## config.mk

```make
export PLATFORM = sky130hd
export DESIGN_NAME = alu_operand_sel_flat
export DESIGN_NICKNAME = d
export VERILOG_FILES = /design/src/rtl/alu_src_pkg.sv /design/src/rtl/alu_operand_sel_if.sv /design/src/rtl/skid_buf2.sv /design/src/rtl/alu_operand_sel.sv /design/src/flat_wrapper.sv
export SDC_FILE = /design/constraint.sdc
export NUM_CORES = 1
export LEC_CHECK = 0
export ABC_AREA = 1
export BUFFER_PORTS_ARGS = -buffer_cell sky130_fd_sc_hd__buf_2
export CAP_MARGIN = 10
export CORE_MARGIN = 1
export CORE_UTILIZATION = 49
export DETAILED_ROUTE_END_ITERATION = 16
export PLACE_DENSITY = 0.81
export SYNTH_ARGS = -nofsm -noshare
export SYNTH_HDL_FRONTEND = slang
export SYNTH_SLANG_ARGS = --single-unit
```

## constraint.sdc

```tcl
create_clock -name clk -period 1.56 [get_ports clk]
set_clock_uncertainty 0.1 [all_clocks]
set_input_delay 0.234 -clock clk [delete_from_list [all_inputs] [get_ports clk]]
set_output_delay 0.234 -clock clk [all_outputs]
set_load 0.02 [all_outputs]
```

## src/rtl/alu_src_pkg.sv

```systemverilog
// Shared types and constants for the ALU operand selector.
// Legacy 4-source map, default width and skid-buffer state encoding.
package alu_src_pkg;

   localparam int W_DEF   = 32;

   localparam int SRC_PC  = 0;
   localparam int SRC_A   = 1;
   localparam int SRC_MDR = 2;
   localparam int SRC_B   = 3;

   typedef enum logic [1:0] {
      EMPTY = 2'd0,
      ONE   = 2'd1,
      FULL  = 2'd2
   } buf_state_e;

endpackage

```

## src/rtl/alu_operand_sel_if.sv

```systemverilog
// Source/select request and operand result bundle for alu_operand_sel.
// master = control unit / ALU side, slave = the selector.
interface alu_operand_sel_if #(
   parameter int W = 32,
   parameter int N = 4
);
   localparam int SELW = $clog2(N);

   logic [N*W-1:0]  src;
   logic [SELW-1:0] sel;
   logic            in_valid;
   logic            in_ready;
   logic [W-1:0]    out_data;
   logic [SELW-1:0] out_sel;
   logic            out_valid;
   logic            out_ready;
   logic            sel_err;

   modport master (
      output src, sel, in_valid, out_ready,
      input  in_ready, out_data, out_sel,
      input  out_valid, sel_err
   );

   modport slave (
      input  src, sel, in_valid, out_ready,
      output in_ready, out_data, out_sel,
      output out_valid, sel_err
   );

endinterface

```

## src/rtl/skid_buf2.sv

```systemverilog
// Generic 2-entry valid/ready skid buffer.
// in_ready is registered so no comb path exists from out_ready.
module skid_buf2
   import alu_src_pkg::*;
#(
   parameter int DW = 34
) (
   input  logic          clk,
   input  logic          reset,
   input  logic [DW-1:0] in_data,
   input  logic          in_valid,
   output logic          in_ready,
   output logic [DW-1:0] out_data,
   output logic          out_valid,
   input  logic          out_ready
);

   buf_state_e    state;
   buf_state_e    state_nx;
   logic [DW-1:0] head;
   logic [DW-1:0] skid;
   logic          push;
   logic          pop;

   assign push      = in_valid && in_ready;
   assign pop       = out_valid && out_ready;
   assign out_valid = (state != EMPTY);
   assign out_data  = head;

   // State register; in_ready mirrors "next state is not FULL".
   always_ff @(posedge clk) begin
      if (reset) begin
         state    <= EMPTY;
         in_ready <= 1'b1;
      end else begin
         state    <= state_nx;
         in_ready <= (state_nx != FULL);
      end
   end

   // Occupancy transitions from push/pop.
   always_comb begin
      state_nx = state;
      unique case (state)
         EMPTY: if (push) state_nx = ONE;
         ONE: begin
            if (push && !pop)      state_nx = FULL;
            else if (!push && pop) state_nx = EMPTY;
         end
         FULL: if (pop) state_nx = ONE;
         default: state_nx = EMPTY;
      endcase
   end

   // Entry storage: new data lands in head or skid; skid drains into head.
   always_ff @(posedge clk) begin
      if (reset) begin
         head <= '0;
         skid <= '0;
      end else begin
         unique case (state)
            EMPTY: if (push) head <= in_data;
            ONE: begin
               if (push && pop) head <= in_data;
               else if (push)   skid <= in_data;
            end
            FULL: if (pop) head <= skid;
            default: ;
         endcase
      end
   end

endmodule

```

## src/rtl/alu_operand_sel.sv

```systemverilog
// N-way W-bit ALU operand selector registered through a 2-entry skid buffer.
// Optional out-of-range sel check: define ALU_OPERAND_SELCHK_EN.
module alu_operand_sel
   import alu_src_pkg::*;
#(
   parameter int W = W_DEF,
   parameter int N = 4
) (
   input  logic           clk,
   input  logic           reset,
   alu_operand_sel_if.slave bus
);

   localparam int SELW = $clog2(N);

   logic [W-1:0] sel_data;
   logic [W+SELW-1:0] buf_out;

   // Source mux; an index with no matching source yields zero.
   always_comb begin
      sel_data = '0;
      for (int k = 0; k < N; k++) begin
         if (bus.sel == SELW'(k)) sel_data = bus.src[k*W +: W];
      end
   end

   skid_buf2 #(
      .DW (W + SELW)
   ) u_buf (
      .clk       (clk),
      .reset     (reset),
      .in_data   ({sel_data, bus.sel}),
      .in_valid  (bus.in_valid),
      .in_ready  (bus.in_ready),
      .out_data  (buf_out),
      .out_valid (bus.out_valid),
      .out_ready (bus.out_ready)
   );

   assign bus.out_data = buf_out[W+SELW-1:SELW];
   assign bus.out_sel  = buf_out[SELW-1:0];

`ifdef ALU_OPERAND_SELCHK_EN
   localparam logic [SELW:0] N_LIM = (SELW+1)'(N);

   logic accept;
   logic oor;
   logic err_q;

   assign accept = bus.in_valid && bus.in_ready;
   assign oor    = ({1'b0, bus.sel} >= N_LIM);

   // Sticky flag for any accepted out-of-range index.
   always_ff @(posedge clk) begin
      if (reset)              err_q <= 1'b0;
      else if (accept && oor) err_q <= 1'b1;
   end

`ifndef SYNTHESIS
   // Report the offending accept as it happens.
   always @(posedge clk) begin
      if (!reset && accept && oor)
         $error("alu_operand_sel: sel %0d out of range", bus.sel);
   end
`endif

   assign bus.sel_err = err_q;
`else
   assign bus.sel_err = 1'b0;
`endif

endmodule
```

## src/flat_wrapper.sv

```systemverilog
// flat-port wrapper written by rule: the top's interface ports become plain ports
module alu_operand_sel_flat import alu_src_pkg::*;
#(
   parameter int W = W_DEF,
   parameter int N = 4
)
  (clk, reset, bus_src, bus_sel, bus_in_valid, bus_out_ready, bus_in_ready, bus_out_data, bus_out_sel, bus_out_valid, bus_sel_err);
  alu_operand_sel_if #(.W(W), .N(N)) bus_i ();
  input  logic clk;
  input  logic reset;
  input wire logic [$bits(bus_i.src)-1:0] bus_src;
  input wire logic [$bits(bus_i.sel)-1:0] bus_sel;
  input wire logic [$bits(bus_i.in_valid)-1:0] bus_in_valid;
  input wire logic [$bits(bus_i.out_ready)-1:0] bus_out_ready;
  output wire logic [$bits(bus_i.in_ready)-1:0] bus_in_ready;
  output wire logic [$bits(bus_i.out_data)-1:0] bus_out_data;
  output wire logic [$bits(bus_i.out_sel)-1:0] bus_out_sel;
  output wire logic [$bits(bus_i.out_valid)-1:0] bus_out_valid;
  output wire logic [$bits(bus_i.sel_err)-1:0] bus_sel_err;
  assign bus_i.src = bus_src;
  assign bus_i.sel = bus_sel;
  assign bus_i.in_valid = bus_in_valid;
  assign bus_i.out_ready = bus_out_ready;
  assign bus_in_ready = bus_i.in_ready;
  assign bus_out_data = bus_i.out_data;
  assign bus_out_sel = bus_i.out_sel;
  assign bus_out_valid = bus_i.out_valid;
  assign bus_sel_err = bus_i.sel_err;
  alu_operand_sel #(.W(W), .N(N)) u_core (.clk(clk), .reset(reset), .bus(bus_i));
endmodule
```

==> Yosys cells after proc, flatten, opt, wreduce, memory -nomap -nowiden <==
Cells that the tools add are included.
Widths: inputs -> output; s select.
{ "totals": {"output_inout_bits": 37, "input_bits": 134, "word_cells": 40, "reg_bits": 71} }
{ "op_classes": {"n_reduce_logical": 13, "eq_ne": 9, "bitwise_logic": 1, "n_mux": 13} }
{ "op_table": {"columns": ["op", "n"], "rows": [
  ["$mux 32", 4],
  ["$mux 34", 3],
  ["$pmux 34 s3", 1],
  ["$mux 2", 4],
  ["$ne 2x2->1 const B", 4],
  ["$eq 2x2->1 const B", 3],
  ["$pmux 2 s3", 1],
  ["$logic_and 1x1->1", 5],
  ["$eq 2x1->1 const B", 2],
  ["$logic_not 2->1", 2],
  ["$reduce_and 4->1", 1],
  ["$reduce_and 3->1", 1],
  ["$reduce_bool 3->1", 1],
  ["$logic_not 1->1", 2],
  ["$reduce_bool 2->1", 1],
  ["$not 1->1", 1]
]} }

==> Depth between registers and ports, before layout <==
{ "logic_depth": {"word_depth": 7, "mapped_depth": 8} }

==> Hierarchy <==
A second synthesis with hierarchy kept.
{ "hier_totals": {"cells_unflattened": 686, "area_unflattened_um2": 4251.6} }
{ "by_module_without_submodules": {"columns": ["module", "area_per_inst_um2", "cells_per_inst", "instances"], "rows": [
  ["skid_buf2", 3271.9, 498, 1],
  ["alu_operand_sel", 979.7, 188, 1]
]} }

==> Worst setup path before layout <==
Ideal clock, no wire load.
{ "synth_path": {"kind": "register to register", "startpoint": "register u_core.u_buf.state[1]", "endpoint": "register u_core.u_buf.head[18] (netlist: u_core.u_buf.out_data[18])", "synth_period_minus_slack_ns": 1.385, "setup_slack_ns": 0.175, "t_arrival_ns": 1.168, "required_time_ns": 1.343, "n_path_buf": 2, "stages_incl_launch_ff": 9, "cell_sequence": "dfxtp_1 > inv_2 > nand2_1 > nand2_1 > nand3_2 > buf_6 > buf_4 > nor2_1 > a21oi_1"} }
{ "synth_via": {"elab_chain_cells": 5, "word_cells_on_any_way": 12, "classes_between": "5 x eq/ne; 1 x mux; 6 x reduce/logical"} }
{ "synth_lines": {"columns": ["item", "line_no", "text"], "rows": [
  ["from (decl)", "skid_buf2.sv:18", "buf_state_e state;"],
  ["from (signal assigned)", "skid_buf2.sv:36", "state <= state_nx;"],
  ["$reduce_bool 2->1 (*)", "skid_buf2.sv:27", "assign out_valid = (state != EMPTY);"],
  ["net bus_out_valid", "flat_wrapper.sv:18", "output wire logic [$bits(bus_i.out_valid)-1:0] bus_out_valid;"],
  ["$logic_and 1x1->1 (*)", "skid_buf2.sv:26", "assign pop = out_valid && out_ready;"],
  ["$logic_and 1x1->1", "skid_buf2.sv:64", "if (push && pop) head <= in_data;"],
  ["$ne 2x2->1 (no source line)", null, null],
  ["$reduce_and 4->1 (no source line) (*)", null, null],
  ["to (signal assigned)", "skid_buf2.sv:62", "EMPTY: if (push) head <= in_data;"],
  ["to (signal assigned)", "skid_buf2.sv:64", null],
  ["to (signal assigned)", "skid_buf2.sv:67", "FULL: if (pop) head <= skid;"],
  ["to (decl)", "skid_buf2.sv:20", "logic [DW-1:0] head;"]
]} }
The timed path passes the listed nets; every way through them passes the cells marked *.
A chain may end at the register's enable or synchronous reset.

==> Final worst setup path <==
{ "layout_path": {"startpoint": "register u_core.u_buf.state[0]", "endpoint": "output bus_out_valid"} }
{ "layout_via": {"elab_chain_cells": 1} }
{ "layout_lines": {"columns": ["item", "line_no"], "rows": [
  ["$reduce_bool 2->1", "skid_buf2.sv:27"],
  ["to (decl)", "flat_wrapper.sv:18"]
]} }
No other way between the ends.

==> summary by stage <==
Critical path
The setup slack of the most critical reg-to-reg path is approximately 0.12 ns. The worst register-to-register path begins at u_core.u_buf.state[0]$_SDFF_PP0_. The data required time of the worst path is 1.23 ns.

The cell count of the worst reg-to-reg path is 7. The data arrival time of the critical path is 1.12 ns. The endpoint identified for the worst register-to-register timing path is u_core.u_buf.skid[3]$_SDFFE_PP0P_. The element type at the critical path end is an output port. The worst setup path endpoint is bus_out_valid. Along the worst path, the maximum fanout reaches 4. The worst setup path category is flip-flop to output port. The launching element of the worst setup path is u_core.u_buf.state[0]$_SDFF_PP0_. The worst setup path is launched from a flip-flop.

Power
Summed over all nets, the switching power comes to ~0.0014 W. The maximum resistive drop on vdd is 0.384 mV. The clock share of power is 34.6%. The power density relative to cell area is approximately 890 mW/mm^2. The internal power is ~0.0034 W. The power share of the combinational group is roughly a quarter. The switching share of power is 29.7%.

The analysis attributes to cell leakage a power of about 2.6 nW. The share of total power dissipated in sequential elements is 41.8%.

Final layout
The final cell count without fillers is around 940. The total of fill cells in the finished design is around 740. The register cell area after layout is roughly 0.0014 sq mm. Leaving out fill and tap cells, the most frequent cell in the layout is buf_2. Relative to the synthesized area, the layout overhead comes to 30.4%. After the last flow step, the layout net total stands at about 960.

The combined area of the multi-input logic cells is between 0.002 and 0.0025 sq mm. At the end of the flow the core is filled with cells to ~66%. The ratio of cells with drive above 1 in the final layout is 27.6%.

Leaving out fill and tap cells, the most frequent cells in the layout are buf_2 (169), nand2_1 (106), nor2_1 (101), nand3_1 (98), dfxtp_1 (71). The repair_antennas step left the layout with diodes totalling 0.

Yosys
Yosys mapped a number of flops with a built-in enable equal to 0. The portion of netlist area occupied by mux cells is 0%. The fraction of registers with async set or reset after synthesis is 0%.

The number of distinct library cells after synthesis is 22. The average size of a mapped cell is about 6.1 sq um. The number of synthesis warnings is 0.

The portion of synthesized cell area occupied by the leading cell type is 34.4%. The most area-hungry cell type in the Yosys netlist is dfxtp_1. By area, the combinational part of the netlist is dominated by simple AND/OR/NAND/NOR gates.

Sequential elements use between 30% and 40% of the synthesized area. In this run the cell area of the synthesized design comes to slightly above 0.004 sq mm. The synthesized design contains a little over 70 register bits.

Sorting the synthesized cells by area gives the leading types as dfxtp_1 (34%), nand3_1 (12%), nand2_1 (9.6%). The synthesized netlist devotes 0% of its cell area to adder and majority cells. After Yosys synthesis, and, or, nand and nor cells account for 36.6% of the synthesized area. The post-synthesis xor/xnor area fraction is 0%. The post-synthesis cell count is a little under 700. Synthesis produced a netlist with a net count of a little over 800. For this run, the leading register cell type out of synthesis is dfxtp_1. The synthesized-area fraction occupied by ao, oa, aoi and oai cells is between 15 and 20%.

STA
Setup repair after global routing left no endpoint under its margin. The number of hold-slack violations in the final timing report was 0. The worst path uses 93.1% of the clock period. Summed over all failing endpoints, the final setup total negative slack is 0 ns. Counting I/O delays and the setup requirement, the final critical path takes around 1.5 ns.

For this run, the top clock speed supported by timing is about 700 MHz. The setup violation total in the final timing report is 0. Hold is met by ~0.14 ns. The count of final max-slew check failures is 0.

Across all setup checks in the final design, the least slack found is approximately 0.11 ns.

Clocking
The maximum buffer depth of the clock tree is 2. At the later pin of the worst-skew pair, clock insertion delay measures about 0.34 ns. The H-tree depth reported by CTS is 3. The tree is rooted in a clkbuf_8. TritonCTS built the clock tree. The total clock buffers created by CTS is 9. The number of clock sinks is 71.

The clock edge transition at the registers on the reported setup and hold paths is approximately 0.070 ns.

Route
After detailed routing, the number of remaining DRC violations is 0. The routed layout has 4905 vias. For this block, the routed nets add up to about 13 mm of wire. In this run, the number of DRC markers left after iteration 0 of detailed routing was between 200 and 300.

The detail route stage leaves a number of antenna-violating nets equal to 0. The average routed wire per standard cell is about 13 microns. The first-pass iteration count of the detailed router is 5.

The average via count per standard cell is about 5.2.

Die
The core region is between 0.008 and 0.009 sq mm. In this run the count of I/O pins placed on the die edge is around 170. The initial standard-cell utilization of the core is around 51%.

In this run the vertical extent of the chip is between 90 and 100 microns. The initialized floorplan defines 33 standard-cell rows. The die span in x is between 90 and 100 microns. The area enclosed by the die boundary is roughly 0.009 sq mm.

Placement
At the end of routability-driven placement, the weighted congestion stood at around 0.85. Including well taps, the total number of placed cells is a little over 900. The total of buffers placed on input and output ports is 169. Timing analysis after detailed placement gives a worst setup slack of 0.00622 ns. The total half-perimeter wirelength after legalization and detailed placement is 8.83 mm.

Job
The max-capacitance violation count is 0.

Global routing
The global router's overall resource usage is 28.9%. Entering global routing, the biggest net connects 35 pins. The aggregate global routing overflow is 0. The first global-routing pass estimated around 20 mm of wire. The via count of the first global-routing pass is roughly 4500. The number of antenna violations at the first check in global routing was 0.

Run status
The run finished with clean final reports.

Worst hold path
The cell depth of the worst min-delay path is 4. The worst min-delay path category is primary input to flip-flop.
-- critical path, cell delays in order, from the launching register on --
cell and delay (ns):
dfxtp_1 0.44, inv_2 0.08, nand2_1 0.10, buf_2 0.16
-- cell families (layout without fill, tap and decap cells) --
group | after synthesis | after routing
AOI/OAI and AO/OA | 139 | 139
buffers and inverters | 121 | 280
DFF | 71 | 71
other | 1 | 1
and+or+nand+nor | 343 | 343
-- power groups by stage --
stage / Clock, W / Combinational [W] / Sequential [W]
final: 0.00167 / 0.00113 / 0.00202
after global routing: 0.00175 / 0.00127 / 0.00203
after CTS: 0.00168 / 0.00113 / 0.00201
after detailed placement: 0 / 0.00112 / 0.00205
after global placement: 0 / 0.00109 / 0.00205
after floorplan: 0 / 0.000574 / 0.00215
-- routing by layer --
layer / global-route usage (%) / part of all wire (%) / vias to the layer above / wire (microns)
met3: 3.72 / 7.4 / 14 / 927
met1: 36.0 / 42 / 2200 / 5330
met2: 50.5 / 49 / 226 / 6130
li1: - / - / 2465 / -
met5: 0 / 0 / - / 0
met4: 10.5 / 1.3 / 0 / 158
-- stage by stage --
step                power [W]  cell area, sq um
finish                0.00482              5390
global route          0.00504              5390
CTS                   0.00483              5390
detailed placement    0.00318              5150
global placement      0.00314              5150
floorplan             0.00273              4140
-- timing repair --
item	4_1_cts	5_1_grt
setup buffers	0	0
endpoints found under the hold margin	1	0
setup endpoints to repair	0	1
gates resized for setup	0	2
hold buffers	1	0
-- flip-flops by register name (all words and copies together), names as in the netlist --
name and cells:
u_core.u_buf.state 2, u_core.u_buf.skid 34, u_core.u_buf.out_data 34, u_core.u_buf.in_ready 1
-- cell type report --
cell class | count | area share [%]
Sequential cell | 71 | 26.4
Multi-Input combinational cell | 483 | 41.1
Timing Repair Buffer | 190 | 20.8
Clock inverter | 3 | 1.21
Tap cell | 105 | 2.44
Clock buffer | 13 | 2.95
Inverter | 74 | 5.15
-- worst min-delay path by stage --
stage                  from                            endpoint  slack [ns]
6_report       bus_src[106]  u_core.u_buf.skid[12]$_SDFFE_PP0P_        0.14
5_1_grt        bus_src[102]   u_core.u_buf.skid[8]$_SDFFE_PP0P_        0.16
4_1_cts        bus_src[114]  u_core.u_buf.skid[20]$_SDFFE_PP0P_        0.13
3_5_place_dp          reset    u_core.u_buf.state[0]$_SDFF_PP0_        0.33
3_3_place_gp          reset    u_core.u_buf.state[0]$_SDFF_PP0_        0.33
2_1_floorplan         reset    u_core.u_buf.state[0]$_SDFF_PP0_        0.20
-- synthesized netlist by cell type (3+ instances only) --
cell	number
nand2_1	106
nor2_1	101
nand3_1	98
dfxtp_1	71
inv_1	69
a21oi_1	68
o21ai_0	68
buf_2	19
clkbuf_1	17
or2_2	16
or2_1	15
buf_1	5
buf_4	5
inv_2	5
nor2_2	3
o21ai_1	3
Power figures use the tool's default switching activity.
